### src/rtl/pc_pkg.sv
// Shared widths and reset vector for the program-counter incrementer.
package pc_pkg;
    localparam int PC_W   = 16;
    localparam int BYTE_W = 8;
    localparam logic [PC_W-1:0] DEFAULT_RESET_PC = 16'hFFFC;
endpackage

### src/rtl/pc_byte_stage.sv
// One byte of the PC: source select (held value or bus), add carry-in, register.
module pc_byte_stage
    import pc_pkg::*;
#(
    parameter logic [BYTE_W-1:0] RESET_VAL = 8'h00
) (
    input  logic              clk,
    input  logic              rst,
    input  logic              load_i,
    input  logic [BYTE_W-1:0] data_i,
    input  logic              cin_i,
    output logic [BYTE_W-1:0] src_o,
    output logic [BYTE_W-1:0] q_o,
    output logic              cout_o
);
    logic [BYTE_W-1:0] byte_q;
    logic [BYTE_W-1:0] byte_d;
    logic [BYTE_W:0]   sum_s;

    // Load takes priority over the held value; the increment then applies to whichever was selected.
    always_comb begin
        src_o  = byte_q;
        if (load_i) begin
            src_o = data_i;
        end else begin
            src_o = byte_q;
        end
        sum_s  = {1'b0, src_o} + {{BYTE_W{1'b0}}, cin_i};
        byte_d = sum_s[BYTE_W-1:0];
        cout_o = sum_s[BYTE_W];
    end

    // Byte register with synchronous reset.
    always_ff @(posedge clk) begin
        if (rst) begin
            byte_q <= RESET_VAL;
        end else begin
            byte_q <= byte_d;
        end
    end

    assign q_o = byte_q;
endmodule

### src/rtl/pc_incrementer.sv
// 16-bit program counter with 6502-style page-crossing carry, optionally
// deferring the PCL carry into PCH by one cycle.
module pc_incrementer
    import pc_pkg::*;
#(
    parameter logic [PC_W-1:0] RESET_PC    = DEFAULT_RESET_PC,
    parameter bit              SPLIT_CARRY = 1'b0
) (
    input  logic              CLK,
    input  logic              RST,
    input  logic              ADL_LOAD,
    input  logic              ADH_LOAD,
    input  logic [BYTE_W-1:0] ADL_DATA,
    input  logic [BYTE_W-1:0] ADH_DATA,
    input  logic              INC,
    output logic [BYTE_W-1:0] PCL_OUT,
    output logic [BYTE_W-1:0] PCH_OUT,
    output logic              PAGE_CROSS,
    output logic              CARRY_PENDING,
    output logic              WRAP
);
    logic [BYTE_W-1:0] pcls_s;
    logic [BYTE_W-1:0] pchs_s;
    logic              lo_cy_s;
    logic              hi_cy_s;
    logic              hi_cin_s;

    logic pending_q, pending_d;
    logic page_cross_q, page_cross_d;
    logic wrap_q, wrap_d;

    pc_byte_stage #(.RESET_VAL(RESET_PC[BYTE_W-1:0])) u_lo (
        .clk    (CLK),
        .rst    (RST),
        .load_i (ADL_LOAD),
        .data_i (ADL_DATA),
        .cin_i  (INC),
        .src_o  (pcls_s),
        .q_o    (PCL_OUT),
        .cout_o (lo_cy_s)
    );

    pc_byte_stage #(.RESET_VAL(RESET_PC[PC_W-1:BYTE_W])) u_hi (
        .clk    (CLK),
        .rst    (RST),
        .load_i (ADH_LOAD),
        .data_i (ADH_DATA),
        .cin_i  (hi_cin_s),
        .src_o  (pchs_s),
        .q_o    (PCH_OUT),
        .cout_o (hi_cy_s)
    );

    // Carry routing and flag next-state; WRAP marks the wrapping cycle even when PCH lags.
    always_comb begin
        hi_cin_s     = lo_cy_s;
        pending_d    = 1'b0;
        if (SPLIT_CARRY) begin
            hi_cin_s  = pending_q;
            pending_d = lo_cy_s;
        end else begin
            hi_cin_s  = lo_cy_s;
            pending_d = 1'b0;
        end
        page_cross_d = INC & (pcls_s == 8'hFF);
        wrap_d       = INC & ({pchs_s, pcls_s} == 16'hFFFF);
    end

    // Flag registers; reset also discards any outstanding deferred carry.
    always_ff @(posedge CLK) begin
        if (RST) begin
            pending_q    <= 1'b0;
            page_cross_q <= 1'b0;
            wrap_q       <= 1'b0;
        end else begin
            pending_q    <= pending_d;
            page_cross_q <= page_cross_d;
            wrap_q       <= wrap_d;
        end
    end

    assign CARRY_PENDING = pending_q;
    assign PAGE_CROSS    = page_cross_q;
    assign WRAP          = wrap_q;

    logic unused_s;
    assign unused_s = hi_cy_s;
endmodule

### config.mk
export PLATFORM = sky130hd
export DESIGN_NAME = pc_incrementer
export DESIGN_NICKNAME = d
export VERILOG_FILES = /design/src/rtl/pc_pkg.sv /design/src/rtl/pc_byte_stage.sv /design/src/rtl/pc_incrementer.sv
export SDC_FILE = /design/constraint.sdc
export NUM_CORES = 1
export LEC_CHECK = 0
export CAP_MARGIN = 20
export CELL_PAD_IN_SITES_DETAIL_PLACEMENT = 1
export CELL_PAD_IN_SITES_GLOBAL_PLACEMENT = 1
export CORE_MARGIN = 3
export CORE_UTILIZATION = 32
export CTS_CLUSTER_SIZE = 30
export DETAILED_ROUTE_END_ITERATION = 16
export PLACE_DENSITY = 0.86
export SLEW_MARGIN = 20
export SYNTH_ARGS = -nofsm -noshare
export SYNTH_HDL_FRONTEND = slang
export SYNTH_HIERARCHICAL = 1
export SYNTH_SLANG_ARGS = --single-unit
### constraint.sdc
create_clock -name CLK -period 2.8 [get_ports CLK]
set_input_delay 0.28 -clock CLK [delete_from_list [all_inputs] [get_ports CLK]]
set_output_delay 0.28 -clock CLK [all_outputs]
set_load 0.05 [all_outputs]
# Word-level counts from Yosys, hierarchy flattened
# Cells that the tools add are included.
# op_classes
addsub	2
eq_ne	2
mux	2
n_bitwise	2
# ops
operator	count
$eq 16x16->1 const B	1
$mux 8	2
$add 8x1->9	1
$add 8x1->8	1
$eq 8x8->1 const B	1
$and 1x1->1	2
# word_totals
regBits	18
in_bits	21
output_inout_bits	19
wordCells	12

# Logic depth before layout (Yosys ltp)
# Gate-level depths: netlist (run 1).
# logic_depth
word_depth	3
ltp_mapped	13
depth_no_buf	12

# Cells and area by module
# Netlist (run 1), hierarchy kept.
# by_module_without_submodules
module	n_inst	cells_each	area_each_um2	seq_area_each_um2
pc_byte_stage	2	51	500.5	160.2
pc_incrementer	1	12	102.6	40.0

# Worst setup path after synthesis (run 1)
# No wires, ideal clock.
# synth_path
kind	reg2reg
start	register u_lo.byte_q[0] (netlist: u_lo/q_o[0])
end	register u_hi.byte_q[6] (netlist: u_hi/q_o[6])
setup_time_ps	117
arrival_time_ps	2452
required_time_ps	2683
path_slack_ps	231
path_stages_with_launch	13
n_path_buf	0
synth_period_minus_slack_ps	2569
path_cell_list	dfxtp_1 > mux2_2 > ha_1 > ha_1 > inv_1 > a221oi_2 > and3_2 > ha_1 > ha_1 > inv_1 > a221oi_2 > xnor2_1 > nand2b_1
# synth_via
elab_chain_cells	3
# synth_rtl
item	line	text
from (decl)	pc_byte_stage.sv:16	logic [BYTE_W-1:0] byte_q;
from (signal assigned)	pc_byte_stage.sv:38	byte_q <= byte_d;
$mux 8	pc_byte_stage.sv:23	if (load_i) begin
via pcls_s[0]	pc_incrementer.sv:22	logic [BYTE_W-1:0] pcls_s;
$add 8x1->9	pc_byte_stage.sv:28	sum_s = {1'b0, src_o} + {{BYTE_W{1'b0}}, cin_i};
via hi_cin_s	pc_incrementer.sv:26	logic hi_cin_s;
$add 8x1->8	pc_byte_stage.sv:28	
to (signal assigned)	pc_byte_stage.sv:38	
to (decl)	pc_byte_stage.sv:16	
# The timed path passes the listed nets, and every way through them passes these cells.
# A chain may end at the register's enable or synchronous reset.

# Worst setup path in the final report (run 1)
# layout_path
start	input ADL_LOAD
end	register u_hi.byte_q[4] (netlist: u_hi/q_o[4])
# layout_via
elab_chain_cells	3
# layout_rtl
item	line	text
from (decl)	pc_incrementer.sv:11	input logic ADL_LOAD,
$mux 8	pc_byte_stage.sv:23	
via pcls_s[1]	pc_incrementer.sv:22	
$add 8x1->9	pc_byte_stage.sv:28	
via hi_cin_s	pc_incrementer.sv:26	
$add 8x1->8	pc_byte_stage.sv:28	
# The timed path passes the listed nets, and every way through them passes these cells.

==> impl_results.html, run 1 <==
<table>
<tr><th>Metric</th><th>Value</th></tr>
<tr><th colspan="2">Status</th></tr>
<tr><td>Outcome</td><td>complete, no violations</td></tr>
<tr><th colspan="2">GRT</th></tr>
<tr><td>All-layer global routing usage</td><td>0.164</td></tr>
<tr><td>Antenna violations before repair</td><td>0</td></tr>
<tr><td>Global-route wire length before repair</td><td>5310 um</td></tr>
<tr><td>Pin count of the biggest net entering global routing</td><td>18</td></tr>
<tr><td>Remaining Overflow, GRT</td><td>0</td></tr>
<tr><td>Number of global-route vias before repair</td><td>~1100</td></tr>
<tr><th colspan="2">Setup path</th></tr>
<tr><td>Sequence of cells on the critical path</td><td>clkdlybuf4s50_1, buf_4, mux2_2, ha_1, inv_1, a221oi_2, and3_2, ha_1, ha_1, inv_1, a21oi_1, xnor2_1, nand2b_1</td></tr>
<tr><td>Type of the worst setup path</td><td>input pin to register</td></tr>
<tr><td>Required time of the critical path</td><td>between 2000 and 3000 ps</td></tr>
<tr><td>CP max FO</td><td>10</td></tr>
<tr><td>CP endpoint kind</td><td>register</td></tr>
<tr><td>Critical Path Most Common Cell</td><td>sky130_fd_sc_hd__ha_1</td></tr>
<tr><td>Crit path buffers/inverters</td><td>4</td></tr>
<tr><td>Biggest cell delay along the critical path</td><td>500 ps</td></tr>
<tr><td>Worst-path cell with the longest stage delay</td><td>sky130_fd_sc_hd__clkdlybuf4s50_1</td></tr>
<tr><td>Kind of cell with the highest combined delay on the critical path</td><td>buffers and inverters</td></tr>
<tr><td>WP data arrival</td><td>2810 ps</td></tr>
<tr><td>Critical Path Start Type</td><td>input pin</td></tr>
<tr><th colspan="2">STA</th></tr>
<tr><td>Final slew viol count</td><td>0</td></tr>
<tr><td>Setup repair after global routing missed its margin</td><td>no</td></tr>
<tr><td>Minimum hold slack</td><td>between 600 and 700 ps</td></tr>
<tr><td>Setup-failing EPs final</td><td>0</td></tr>
<tr><td>Worst rel slew slack</td><td>0.660</td></tr>
<tr><td>Setup TNS</td><td>0 ps</td></tr>
<tr><td>Setup clock skew after layout</td><td>7.16 ps</td></tr>
<tr><td>Slew @ Worst Pin</td><td>508 ps</td></tr>
<tr><td>Clock period minus final worst setup slack</td><td>between 2000 and 3000 ps</td></tr>
<tr><td>Share of the clock period used by the worst path after layout</td><td>0.933</td></tr>
<tr><td>Hold Fails Final Rpt</td><td>0</td></tr>
<tr><td>Peak clock frequency supported by timing</td><td>383 MHz</td></tr>
<tr><th colspan="2">Final layout</th></tr>
<tr><td>Final net count</td><td>between 150 and 200</td></tr>
<tr><td>Final Instance Count excl. Fillers</td><td>201</td></tr>
<tr><td>Share of final-layout standard cells stronger than drive strength 1</td><td>0.197</td></tr>
<tr><td>Area added between synthesis and finish</td><td>45.3%</td></tr>
<tr><td>Antenna diodes</td><td>0</td></tr>
<tr><td>Final core utilization</td><td>0.505</td></tr>
<tr><td>Fillers</td><td>374</td></tr>
<tr><th colspan="2">Pwr</th></tr>
<tr><td>Power after layout</td><td>approximately 0.68 mW</td></tr>
<tr><td>PwrDens</td><td>427 nW/um2</td></tr>
<tr><td>Maximum resistive drop on vdd</td><td>between 0.15 and 0.2 mV</td></tr>
<tr><td>Lkg Pwr</td><td>0.623 nW</td></tr>
<tr><th colspan="2">Route</th></tr>
<tr><td>Via count</td><td>between 900 and 1000</td></tr>
<tr><td>WL per Instance</td><td>15.9 um</td></tr>
<tr><td>DRT iter0 DRCs</td><td>23</td></tr>
<tr><td>Routed length on met1</td><td>1310 um</td></tr>
<tr><td>Amount of wire on met3 after detailed routing</td><td>168 um</td></tr>
<tr><td>Via-to-Cell Ratio</td><td>4.94</td></tr>
<tr><td>Remaining design rule violation count</td><td>0</td></tr>
<tr><td>Routed length on met2</td><td>1660 um</td></tr>
<tr><td>Aggregate routed wire length</td><td>3200 um</td></tr>
<tr><td>Highest metal layer with signal wires</td><td>met4</td></tr>
<tr><td>Number of nets still failing antenna checks after routing</td><td>0</td></tr>
<tr><td>Detailed Routing Iterations Pass 1</td><td>4</td></tr>
<tr><th colspan="2">Floorplanning</th></tr>
<tr><td>Initial Util</td><td>0.348</td></tr>
<tr><td>Number of placed I/O pins</td><td>40</td></tr>
<tr><td>Area of the die</td><td>between 4000 and 5000 um2</td></tr>
<tr><td>Die X</td><td>64.5 um</td></tr>
<tr><td>Placement Rows</td><td>20</td></tr>
<tr><td>Core area</td><td>approximately 3200 um2</td></tr>
<tr><td>Die height</td><td>64.5 um</td></tr>
<tr><th colspan="2">Place</th></tr>
<tr><td>Gp weighted congestion</td><td>0.862</td></tr>
<tr><td>Number of placed instances, taps included</td><td>197</td></tr>
<tr><td>Number of input and output port buffers inserted</td><td>38</td></tr>
<tr><td>HPWL reported at the end of detailed placement</td><td>2650 um</td></tr>
<tr><th colspan="2">Worst hold path</th></tr>
<tr><td>Hold/Removal Path Class</td><td>input pin to register</td></tr>
<tr><th colspan="2">Clock network</th></tr>
<tr><td>CTS tree</td><td>built</td></tr>
<tr><td>CTS sink count</td><td>18</td></tr>
<tr><td>Number of clock buffers inserted by TritonCTS</td><td>3</td></tr>
<tr><td>Buffers inserted during post-CTS setup optimization</td><td>0</td></tr>
<tr><td>H-Tree Level Count</td><td>1</td></tr>
<tr><td>Clock transition at the registers of the reported paths</td><td>approximately 100 ps</td></tr>
<tr><td>Hold buffer count at cts</td><td>0</td></tr>
<tr><td>Cell at the root of the clock tree</td><td>sky130_fd_sc_hd__clkbuf_4</td></tr>
<tr><td>Largest buffer count on any clock path</td><td>2</td></tr>
<tr><td>Clock insertion delay at the later pin of the skew report</td><td>300 ps</td></tr>
<tr><td>Total of cells resized after clock tree synthesis</td><td>0</td></tr>
<tr><th colspan="2">Logic synthesis</th></tr>
<tr><td>Total standard cell area after synthesis</td><td>approximately 1100 um2</td></tr>
<tr><td>Synthesized netlist net count</td><td>138</td></tr>
<tr><td>Mean Syn Cell Area</td><td>9.70 um2</td></tr>
<tr><td>Total number of yosys warnings</td><td>6</td></tr>
<tr><td>Cell count after synthesis</td><td>113</td></tr>
<tr><th colspan="2">Job</th></tr>
<tr><td>Max-Cap Viols</td><td>0</td></tr>
</table>
-- cell type report --
cell class	count	area, um2	share of cell area
repair buffers	43	418	0.262
clock buffers	4	36.3	0.0228
multi-input cells	84	693	0.435
inverters	8	30.0	0.0189
flip-flops and latches	18	360	0.226
well taps	44	55.1	0.0346
-- worst register-to-register path, cell delays in order (launching register included) --
cell	delay [ps]
sky130_fd_sc_hd__dfxtp_1	340
sky130_fd_sc_hd__mux2_2	170
sky130_fd_sc_hd__ha_2	190
sky130_fd_sc_hd__ha_1	160
sky130_fd_sc_hd__inv_1	70
sky130_fd_sc_hd__a221oi_2	210
sky130_fd_sc_hd__and3_2	220
sky130_fd_sc_hd__ha_1	200
sky130_fd_sc_hd__ha_1	180
sky130_fd_sc_hd__inv_1	90
sky130_fd_sc_hd__a221oi_4	240
sky130_fd_sc_hd__xnor2_1	150
sky130_fd_sc_hd__nand2b_1	60
-- path summary, 6_finish.rpt --
path                                   from           to  slack (ps)  cells after the start
worst max-delay path               ADL_LOAD  u_hi/q_o[4]         190                     13
worst min-delay path                    INC   PAGE_CROSS         650                      3
worst max register to register  u_lo/q_o[0]  u_hi/q_o[6]         410                     12
worst min register to register  u_hi/q_o[6]  u_hi/q_o[6]         670                      4
-- power breakdown --
part           total, mW  leakage, nW  switching, mW  internal (mW)
sequential         0.285        0.149         0.0126          0.273
combinational      0.231        0.453          0.132         0.0992
clock              0.164       0.0210         0.0844         0.0792
-- stage by stage --
step	instance area, um2	setup WS [ps]
final	1590	188
after global routing	1590	29.2
after CTS	1580	199
after detailed placement	1540	-127
after global placement	1540	-0.0580
after floorplan	1100	242
-- placed cells by master, fill, tap and decap left out --
master,n
sky130_fd_sc_hd__a211oi_2,2
sky130_fd_sc_hd__o21bai_1,4
sky130_fd_sc_hd__nand3_2,2
sky130_fd_sc_hd__a221oi_2,1
sky130_fd_sc_hd__clkdlybuf4s50_1,38
sky130_fd_sc_hd__nor2_1,1
sky130_fd_sc_hd__a221oi_4,1
sky130_fd_sc_hd__and3_2,1
sky130_fd_sc_hd__xnor2_1,6
sky130_fd_sc_hd__nor2b_1,2
sky130_fd_sc_hd__clkbuf_4,3
sky130_fd_sc_hd__clkbuf_8,1
sky130_fd_sc_hd__ha_1,3
sky130_fd_sc_hd__inv_1,8
sky130_fd_sc_hd__a21oi_1,7
sky130_fd_sc_hd__ha_2,1
sky130_fd_sc_hd__and3_1,4
sky130_fd_sc_hd__nand4_1,5
sky130_fd_sc_hd__dfxtp_1,18
sky130_fd_sc_hd__and2_1,1
sky130_fd_sc_hd__nor3_2,1
sky130_fd_sc_hd__conb_1,1
sky130_fd_sc_hd__mux2_2,10
sky130_fd_sc_hd__mux2i_1,6
sky130_fd_sc_hd__nand4b_1,3
sky130_fd_sc_hd__or2_2,2
sky130_fd_sc_hd__a21oi_2,1
sky130_fd_sc_hd__nand3_1,2
sky130_fd_sc_hd__a21o_1,2
sky130_fd_sc_hd__nand2_1,3
sky130_fd_sc_hd__buf_4,5
sky130_fd_sc_hd__nand2b_1,8
sky130_fd_sc_hd__nand3b_1,4
-- layer usage --
metal,global-route usage,vias to the layer above
li1,-,490
met1,0.171,459
met2,0.314,38
met3,0.0312,6
met4,0.0712,0
met5,0,-
-- state kept, by name (all words and copies together), names as in the netlist --
register / flops
PAGE_CROSS: 1
u_hi/q_o: 8
u_lo/q_o: 8
WRAP: 1
Note: power is estimated with default switching activity, not from simulation.
==> inputs of run 2 (changes only) <==
--- a/config.mk
+++ b/config.mk
@@ -9,10 +9,10 @@
 export CELL_PAD_IN_SITES_DETAIL_PLACEMENT = 1
 export CELL_PAD_IN_SITES_GLOBAL_PLACEMENT = 1
 export CORE_MARGIN = 3
-export CORE_UTILIZATION = 32
+export CORE_UTILIZATION = 29
 export CTS_CLUSTER_SIZE = 30
 export DETAILED_ROUTE_END_ITERATION = 16
-export PLACE_DENSITY = 0.86
+export PLACE_DENSITY = 0.82
 export SLEW_MARGIN = 20
 export SYNTH_ARGS = -nofsm -noshare
 export SYNTH_HDL_FRONTEND = slang
==> constraint.sdc (replaced) <==
create_clock -name CLK -period 2.3 [get_ports CLK]
set_input_delay 0.23 -clock CLK [delete_from_list [all_inputs] [get_ports CLK]]
set_output_delay 0.23 -clock CLK [all_outputs]
set_load 0.05 [all_outputs]
==> run 2 against run 1 <==
Net effect:
- design area is 9.9% higher
- sequential share of layout area is 1.8 points lower
- hold slack worse by 160 ps
- worst setup slack worse by 170 ps
- via count is 6.4% higher
- clock power is 57% higher
- die area is 9.4% higher
- global-route usage is 0.37 points lower
- combinational power is 33% higher
==> impl_results.html, run 2 (same netlist as run 1, synthesis figures left out) <==
<table>
<tr><th>Metric</th><th>Value</th></tr>
<tr><th colspan="2">Status</th></tr>
<tr><td>Outcome</td><td>complete, no violations (unchanged)</td></tr>
<tr><th colspan="2">Final layout</th></tr>
<tr><td>Share of final-layout standard cells stronger than drive strength 1</td><td>0.280 (was 0.197)</td></tr>
<tr><td>Antenna diodes</td><td>0 (unchanged)</td></tr>
<tr><td>Final core utilization</td><td>0.501 (was 0.505)</td></tr>
<tr><td>Leading cell types in the layout, fill and taps excluded</td><td>sky130_fd_sc_hd__clkdlybuf4s50_1 (36), sky130_fd_sc_hd__dfxtp_1 (16), sky130_fd_sc_hd__buf_4 (14) (was sky130_fd_sc_hd__clkdlybuf4s50_1 (38), sky130_fd_sc_hd__dfxtp_1 (18), sky130_fd_sc_hd__mux2_2 (10))</td></tr>
<tr><td>Final Instance Count excl. Fillers</td><td>214 (was 201)</td></tr>
<tr><td>Most common library cell in the layout ignoring fill and taps</td><td>sky130_fd_sc_hd__clkdlybuf4s50_1 (unchanged)</td></tr>
<tr><td>Final net count</td><td>194 (was 183)</td></tr>
<tr><td>Area added between synthesis and finish</td><td>59.7% (was 45.3%)</td></tr>
<tr><th colspan="2">Place</th></tr>
<tr><td>Gp weighted congestion</td><td>0.904 (was 0.862)</td></tr>
<tr><td>Number of input and output port buffers inserted</td><td>38 (unchanged)</td></tr>
<tr><td>Number of placed instances, taps included</td><td>207 (was 197)</td></tr>
<tr><td>HPWL reported at the end of detailed placement</td><td>2710 um (was 2650 um)</td></tr>
<tr><th colspan="2">STA</th></tr>
<tr><td>Worst rel slew slack</td><td>0.674 (was 0.660)</td></tr>
<tr><td>Slew @ Worst Pin</td><td>475 ps (was 508 ps)</td></tr>
<tr><td>Share of the clock period used by the worst path after layout</td><td>0.991</td></tr>
<tr><td>Setup clock skew after layout</td><td>2.23 ps (was 7.16 ps)</td></tr>
<tr><td>Final slew viol count</td><td>0 (unchanged)</td></tr>
<tr><td>Minimum hold slack</td><td>493 ps (was 652 ps)</td></tr>
<tr><td>Clock period minus final worst setup slack</td><td>2280 ps</td></tr>
<tr><td>Peak clock frequency supported by timing</td><td>439 MHz</td></tr>
<tr><td>Setup repair after global routing missed its margin</td><td>yes (was no)</td></tr>
<tr><td>Setup TNS</td><td>0 ps (unchanged)</td></tr>
<tr><td>Hold Fails Final Rpt</td><td>0 (unchanged)</td></tr>
<tr><td>Setup-failing EPs final</td><td>0 (unchanged)</td></tr>
<tr><th colspan="2">Route</th></tr>
<tr><td>Detailed Routing Iterations Pass 1</td><td>4 (unchanged)</td></tr>
<tr><td>WL per Instance</td><td>15.6 um (was 15.9 um)</td></tr>
<tr><td>Aggregate routed wire length</td><td>3330 um (was 3200 um)</td></tr>
<tr><td>Remaining design rule violation count</td><td>0 (unchanged)</td></tr>
<tr><td>DRT iter0 DRCs</td><td>28 (was 23)</td></tr>
<tr><td>Number of nets still failing antenna checks after routing</td><td>0 (unchanged)</td></tr>
<tr><td>Via count</td><td>1057 (was 993)</td></tr>
<tr><td>Via-to-Cell Ratio</td><td>4.94 (about the same)</td></tr>
<tr><th colspan="2">GRT</th></tr>
<tr><td>Number of global-route vias before repair</td><td>1199 (was 1136)</td></tr>
<tr><td>Remaining Overflow, GRT</td><td>0 (unchanged)</td></tr>
<tr><td>Antenna violations before repair</td><td>0 (unchanged)</td></tr>
<tr><td>All-layer global routing usage</td><td>0.160 (was 0.164)</td></tr>
<tr><td>Global-route wire length before repair</td><td>5510 um (was 5310 um)</td></tr>
<tr><td>Pin count of the biggest net entering global routing</td><td>14 (was 18)</td></tr>
<tr><th colspan="2">Floorplanning</th></tr>
<tr><td>Die X</td><td>67.5 um (was 64.5 um)</td></tr>
<tr><td>Area of the die</td><td>4550 um2 (was 4160 um2)</td></tr>
<tr><td>Number of placed I/O pins</td><td>40 (unchanged)</td></tr>
<tr><td>Placement Rows</td><td>21 (was 20)</td></tr>
<tr><td>Die height</td><td>67.5 um (was 64.5 um)</td></tr>
<tr><td>Initial Util</td><td>0.314 (was 0.348)</td></tr>
<tr><td>Core area</td><td>3490 um2 (was 3150 um2)</td></tr>
<tr><th colspan="2">Clock network</th></tr>
<tr><td>Clock insertion delay at the later pin of the skew report</td><td>250 ps (was 300 ps)</td></tr>
<tr><td>Hold buffer count at cts</td><td>0 (unchanged)</td></tr>
<tr><td>Largest buffer count on any clock path</td><td>2 (unchanged)</td></tr>
<tr><td>Clock transition at the registers of the reported paths</td><td>70 ps (was 100 ps)</td></tr>
<tr><td>CTS tree</td><td>built (unchanged)</td></tr>
<tr><td>Cell at the root of the clock tree</td><td>sky130_fd_sc_hd__clkbuf_8 (was sky130_fd_sc_hd__clkbuf_4)</td></tr>
<tr><td>H-Tree Level Count</td><td>1 (unchanged)</td></tr>
<tr><td>Number of clock buffers inserted by TritonCTS</td><td>3 (unchanged)</td></tr>
<tr><td>CTS sink count</td><td>18 (unchanged)</td></tr>
<tr><th colspan="2">Pwr</th></tr>
<tr><td>Maximum resistive drop on vdd</td><td>0.252 mV (was 0.200 mV)</td></tr>
<tr><td>PwrDens</td><td>522 nW/um2 (was 427 nW/um2)</td></tr>
<tr><td>Power after layout</td><td>0.914 mW (was 0.681 mW)</td></tr>
<tr><td>Lkg Pwr</td><td>0.700 nW (was 0.623 nW)</td></tr>
<tr><th colspan="2">Setup path</th></tr>
<tr><td>Required time of the critical path</td><td>2440 ps (was 2990 ps)</td></tr>
<tr><td>Crit. Startpoint</td><td>INC (was ADL_LOAD)</td></tr>
<tr><td>CP endpoint kind</td><td>register (unchanged)</td></tr>
<tr><td>Type of the worst setup path</td><td>input pin to register (unchanged)</td></tr>
<tr><td>FF-to-FF Start</td><td>u_lo/q_o[0] (unchanged)</td></tr>
<tr><td>CP max FO</td><td>3 (was 10)</td></tr>
<tr><td>Critical Path Start Type</td><td>input pin (unchanged)</td></tr>
<tr><td>WP data arrival</td><td>2420 ps (was 2810 ps)</td></tr>
<tr><th colspan="2">Job</th></tr>
<tr><td>Max-Cap Viols</td><td>0 (unchanged)</td></tr>
<tr><th colspan="2">Worst hold path</th></tr>
<tr><td>Hold/Removal Path Class</td><td>input pin to register (unchanged)</td></tr>
<tr><td>Min-Delay Startpoint</td><td>ADL_DATA[0] (was INC)</td></tr>
</table>
[run 2: cell types whose count changed in the layout (fill, tap and decap cells not counted), sizes merged]
cell / before / now
clkdlybuf4s50: 38 / 36
buf: 5 / 16
dlymetal6s2s: 0 / 1
dlygate4sd2: 0 / 1
[run 2: area by class of cell]
class,count,area [um2]
well taps,46,57.6
flip-flops and latches,18,365
fillers,403,1740
clock buffers,4,55.1
multi-input cells,84,724
repair buffers,54,518
inverters,8,30.0
[run 2: where the power goes]
group	switching, mW	leakage, nW	internal, mW
clock network	0.106	0.0288	0.152
registers	0.0157	0.150	0.333
logic	0.168	0.521	0.140
total	0.289	0.700	0.625
[run 2: stage by stage]
stage,worst slack [ps],area [um2]
after global routing,-57.3,1750
after CTS,16.0,1740
after floorplan,8.22,1100
after detailed placement,-592,1620
after global placement,-396,1620
final,20.3,1750
[run 2: worst paths after layout]
path                               endpoint  slack [ps]  cells after the start
worst max-delay path            u_hi/q_o[5]          20                     11
worst min-delay path            u_lo/q_o[0]         490                      4
worst max register to register  u_hi/q_o[5]          50                     11
worst min register to register  u_hi/q_o[6]         680                      4
[run 2: routing by layer]
metal	track usage	up-vias	part of all wire	wire length, um
met2	0.315	39	0.51	1700
met1	0.176	500	0.43	1420
met3	0.0283	4	0.050	166
met5	0	-	0	0
li1	-	514	-	-
met4	0.0329	0	0.014	47
[run 2: worst max-delay path, cell delays in order]
cell and delay (ps):
sky130_fd_sc_hd__clkdlybuf4s50_1 530, sky130_fd_sc_hd__ha_4 170, sky130_fd_sc_hd__ha_4 130, sky130_fd_sc_hd__inv_2 40
sky130_fd_sc_hd__a221oi_2 210, sky130_fd_sc_hd__and3_4 230, sky130_fd_sc_hd__ha_4 140, sky130_fd_sc_hd__nand4b_1 180
sky130_fd_sc_hd__a211oi_2 330, sky130_fd_sc_hd__xnor2_1 160, sky130_fd_sc_hd__nand2b_1 70
[run 2: what timing repair did]
action / CTS / global route
setup endpoints to repair: 7 / 5
pin swaps: 5 / 8
resized for setup: 10 / 3
setup buffers: 3 / 0
==> edit 1 (config.mk and constraints of run 2) <==
`BYTE_W`: 8 -> 10.
--- a/src/rtl/pc_pkg.sv
+++ b/src/rtl/pc_pkg.sv
@@ -2,5 +2,5 @@
 package pc_pkg;
     localparam int PC_W   = 16;
-    localparam int BYTE_W = 8;
+    localparam int BYTE_W = 10;
     localparam logic [PC_W-1:0] DEFAULT_RESET_PC = 16'hFFFC;
 endpackage
Ports: changed (resized ADH_DATA, ADL_DATA, PCH_OUT and PCL_OUT); port bits go from 40 to 48. The function was not compared with the original's and may differ.
==> edit 1 against run 2 <==
- the run now ends with negative setup slack left
- sequential share of layout area is 1.1 points lower
- setup slack worse by 0.097 ns
- design area is 29% higher
- synthesized area is 28% higher
- global-route usage is 0.81 points higher
- core utilization is 0.062 points lower
- count of clock-buffer cells in the layout stayed put
- routed wire length is 40% higher
- total power is 27% higher
- sequential cell count is 4 higher
- clock skew hardly changed
- critical endpoint is now u_lo/q_o[4]
==> edit 1: results (changes against run 2) <==
| Metric | Value |
|---|---|
| 1st-iter DRT viols | 66 (+140%) |
| Outcome | finished with violations |
| CP top delay family | buffers and inverters |
| Syn Nets | 171 (+24%) |
| Pin slew with the least headroom to its limit | 0.513 ns (+0.0379 ns) |
| Failing checks | negative setup slack |
| Max stage delay on crit path | 0.35 ns (-0.18 ns) |
| Placer Congestion | 0.841 (-6.9%) |
| Total CTS buffers | 3 (unchanged) |
| Max VDD drop | 0.396 mV (+57%) |
| CTS Buffer Depth | 2 (unchanged) |
| Largest net degree at the start of global routing | 16 (+2) |
| Setup crit end | u_lo/q_o[4] |
| HPWL after DPL | 3270 um (+21%) |
| Final worst setup slack | -0.0762 ns (-0.0965 ns) |
| CTS root buf | clkbuf_8 |
| Input/output buffers | 46 (+21%) |
| Fin nets | 246 (+27%) |
| First-pass GRT wire length | 7130 um (+29%) |
| Layout Skew | 0.00235 ns (+0.000118 ns) |
| Wirelength per Cell | 17.4 um (+12%) |
| Slowest CP cell | dfxtp_4 |
| Overflow after GRT | 0 (unchanged) |
| Static leakage | 0.944 nW (+35%) |
| Diodes inserted | 0 (unchanged) |
| Vias in the first global route | 1521 (+27%) |
| Tot GR Track Use | 16.8% (+0.81 points) |
| Layout cells sized above 1 | 36.1% (+8.1 points) |
| Clock latency at the later pin of the worst-skew pair | 0.28 ns (+0.03 ns) |
| Hold Crit Class | in2reg |
| Via count | 1408 (+33%) |
| Final setup violation count | 5 (+5) |
| Source of the critical timing path | u_lo/q_o[0] |
| Place WS | -0.584 ns (+0.00875 ns) |
| Crit-path max FO | 3 (unchanged) |
| Clk pin slew, worst setup/hold paths | 0.09 ns (+0.02 ns) |
[edit 1: per-layer routing]
metal | GRT usage (%) | up-vias | wire length [um]
met5 | 0 | - | 0
met4 | 6.80 | 0 | 135
met3 | 4.35 | 12 | 262
met2 | 32.4 | 46 | 2420
met1 | 17.0 | 680 | 1850
li1 | - | 670 | -
[edit 1: power by group]
group | internal, mW | switching [mW] | leakage, nW
clock network | 0.190 | 0.151 | 0.0339
registers | 0.406 | 0.0187 | 0.183
logic | 0.179 | 0.219 | 0.728
[edit 1: layout make-up]
| cell class | count | area (um2) |
|---|---|---|
| Clock buffer | 4 | 66.3 |
| Fill cell | 519 | 2250 |
| Inverter | 4 | 17.5 |
| Multi-Input combinational cell | 110 | 977 |
| Sequential cell | 22 | 445 |
| Tap cell | 52 | 65.1 |
| Timing Repair Buffer | 76 | 682 |
[edit 1: worst min-delay path by stage]
stage                           start           to  slack (ns)  depth (start not counted)
after CTS                         INC  u_lo/q_o[0]        0.54                          3
after floorplan                   RST  u_lo/q_o[0]        0.29                          1
after detailed placement  u_lo/q_o[8]   PAGE_CROSS        0.65                          3
final                             INC  u_lo/q_o[0]        0.54                          3
after global placement    u_lo/q_o[8]   PAGE_CROSS        0.64                          3
after global routing              INC  u_lo/q_o[0]        0.56                          3
[edit 1: timing repair]
action	in CTS	in global routing
setup endpoints to repair	8	7
gates resized for setup	6	3
setup buffers	10	5
pin swaps	7	13
hold buffers	0	0
[edit 1: worst register-to-register path: stages, from the launching register on]
cell	delay, ns
dfxtp_4	0.35
mux2_4	0.15
ha_4	0.15
ha_4	0.15
nand4b_1	0.14
buf_4	0.17
buf_4	0.12
buf_4	0.12
buf_4	0.13
buf_4	0.13
buf_4	0.12
buf_4	0.12
buf_4	0.13
nand2_2	0.11
xnor2_2	0.12
nand2_1	0.07
[edit 1: through the flow]
step | total power, mW | std cells | utilization, % | area [um2] | TNS [ns]
6_report | 1.16 | 268 | 50.0 | 2250 | -0.270
5_1_grt | 1.22 | 268 | 50.0 | 2250 | -1.02
4_1_cts | 1.16 | 263 | 48.9 | 2200 | -0.185
3_5_place_dp | 0.811 | 249 | 45.5 | 2050 | -4.23
3_3_place_gp | 0.804 | 249 | 45.5 | 2050 | -3.42
2_1_floorplan | 0.667 | 142 | - | 1480 | -1.14
==> edit 2 (config.mk and constraints of run 2) <==
Made on the original files. Add an input register stage for `ADL_LOAD`, `ADH_LOAD`, `ADL_DATA`, `ADH_DATA` and `INC`, without a reset; this delays them by one clock.
--- a/src/rtl/pc_incrementer.sv
+++ b/src/rtl/pc_incrementer.sv
@@ -20,4 +20,19 @@
     output logic              WRAP
 );
+
+    logic ADL_LOAD_q;
+    logic ADH_LOAD_q;
+    logic [BYTE_W-1:0] ADL_DATA_q;
+    logic [BYTE_W-1:0] ADH_DATA_q;
+    logic INC_q;
+
+    always_ff @(posedge CLK) begin
+        ADL_LOAD_q <= ADL_LOAD;
+        ADH_LOAD_q <= ADH_LOAD;
+        ADL_DATA_q <= ADL_DATA;
+        ADH_DATA_q <= ADH_DATA;
+        INC_q      <= INC;
+    end
+
     logic [BYTE_W-1:0] pcls_s;
     logic [BYTE_W-1:0] pchs_s;
@@ -33,7 +48,7 @@
         .clk    (CLK),
         .rst    (RST),
-        .load_i (ADL_LOAD),
-        .data_i (ADL_DATA),
-        .cin_i  (INC),
+        .load_i (ADL_LOAD_q),
+        .data_i (ADL_DATA_q),
+        .cin_i  (INC_q),
         .src_o  (pcls_s),
         .q_o    (PCL_OUT),
@@ -44,6 +59,6 @@
         .clk    (CLK),
         .rst    (RST),
-        .load_i (ADH_LOAD),
-        .data_i (ADH_DATA),
+        .load_i (ADH_LOAD_q),
+        .data_i (ADH_DATA_q),
         .cin_i  (hi_cin_s),
         .src_o  (pchs_s),
@@ -63,6 +78,6 @@
             pending_d = 1'b0;
         end
-        page_cross_d = INC & (pcls_s == 8'hFF);
-        wrap_d       = INC & ({pchs_s, pcls_s} == 16'hFFFF);
+        page_cross_d = INC_q & (pcls_s == 8'hFF);
+        wrap_d       = INC_q & ({pchs_s, pcls_s} == 16'hFFFF);
     end
 
Behaviour: not the same (Yosys sat finds a counterexample within 4 cycles, from zero or initial values and one cycle with RST high).
==> edit 2 against run 2 <==
- register-to-register slack got worse by 0.02 ns
- design area is 20% higher
- synthesized area grew 35%
- critical path depth is the same
- sequential cell count rose by 19
- routed wire length is 4.4% higher
- clock skew up 0.0073 ns
- combinational power shrank 8.4%
- die area up 31%
- setup slack improved by 0.012 ns
- clock power grew 67%
- total power rose by 55%
- largest cell class is now flip-flops and latches
- largest power group unchanged
==> edit 2: results (changes against run 2) <==
| Metric | Value |
|---|---|
| Placer Congestion | 0.756 (-16%) |
| Layout Skew | 0.00956 ns (+0.00733 ns) |
| Fill count | 552 (+37%) |
| Register Area | 747 um2 (+100%) |
| Syn Nets | 157 (+14%) |
| Fraction of area in multi-input gates | 35.0% (-6.4 points) |
| Clock-cell share | 4.10% (+0.96 points) |
| WHS Endpoint | ADL_DATA_q[4] |
| DR WL met3 | 122 um (-27%) |
| Met3 Use GR | 3.02% (+0.19 points) |
| Met2 Use GR | 19.5% (-12 points) |
| Layout Utilization | 43.7% (-6.4 points) |
| Synth Area per Inst | 11.2 um2 (+15%) |
| Layout cells sized above 1 | 23.3% (-4.6 points) |
| Largest net degree at the start of global routing | 13 (-1) |
| Min-Delay Path Depth | 1 (-3) |
| FF-to-FF Start | ADL_LOAD_q |
| Clock latency at the later pin of the worst-skew pair | 0.28 ns (+0.03 ns) |
| Fin nets | 204 (+5.2%) |
| Tapcell count | 67 (+46%) |
| Max stage delay on crit path | 0.34 ns (-0.19 ns) |
| R2R setup slack | 0.03 ns (-0.02 ns) |
| Htree depth | 2 (+1) |
| CP top delay family | compound AO/OA/AOI/OAI gates |
| HP Start | ADL_DATA[4] |
| Outcome | complete, no violations |
| First-pass GRT wire length | 5660 um (+2.6%) |
| Buffers outside the clock class | 43 (-20%) |
| WL met2 | 1650 um (-2.8%) |
| Via count | 1092 (+3.3%) |
| Sink Count | 37 (+19) |
==> edit 2: power by group <==
group	leakage (nW)	switching, mW	internal [mW]
clock network	0.0439	0.222	0.209
registers	0.310	0.0273	0.680
logic	0.460	0.156	0.126
total	0.814	0.406	1.01
==> edit 2: how the worst max path moves through the flow <==
| stage | start | end | slack, ns |
|---|---|---|---|
| 6_report | ADL_LOAD_q | u_hi/q_o[5] | 0.03 |
| 5_1_grt | ADL_LOAD_q | u_hi/q_o[5] | -0.07 |
| 4_1_cts | ADL_LOAD_q | u_hi/q_o[5] | 0.006 |
| 3_5_place_dp | ADL_LOAD_q | u_hi/q_o[5] | 0.009 |
| 3_3_place_gp | ADL_LOAD_q | u_hi/q_o[5] | 0.11 |
| 2_1_floorplan | ADL_LOAD_q | u_hi/q_o[5] | 0.02 |
==> edit 2: timing repair <==
item,in CTS,in global routing
endpoints found under the setup margin,1,4
resized for setup,1,3
hold endpoints to repair,0,0
setup buffers,1,0
pin swaps,5,3
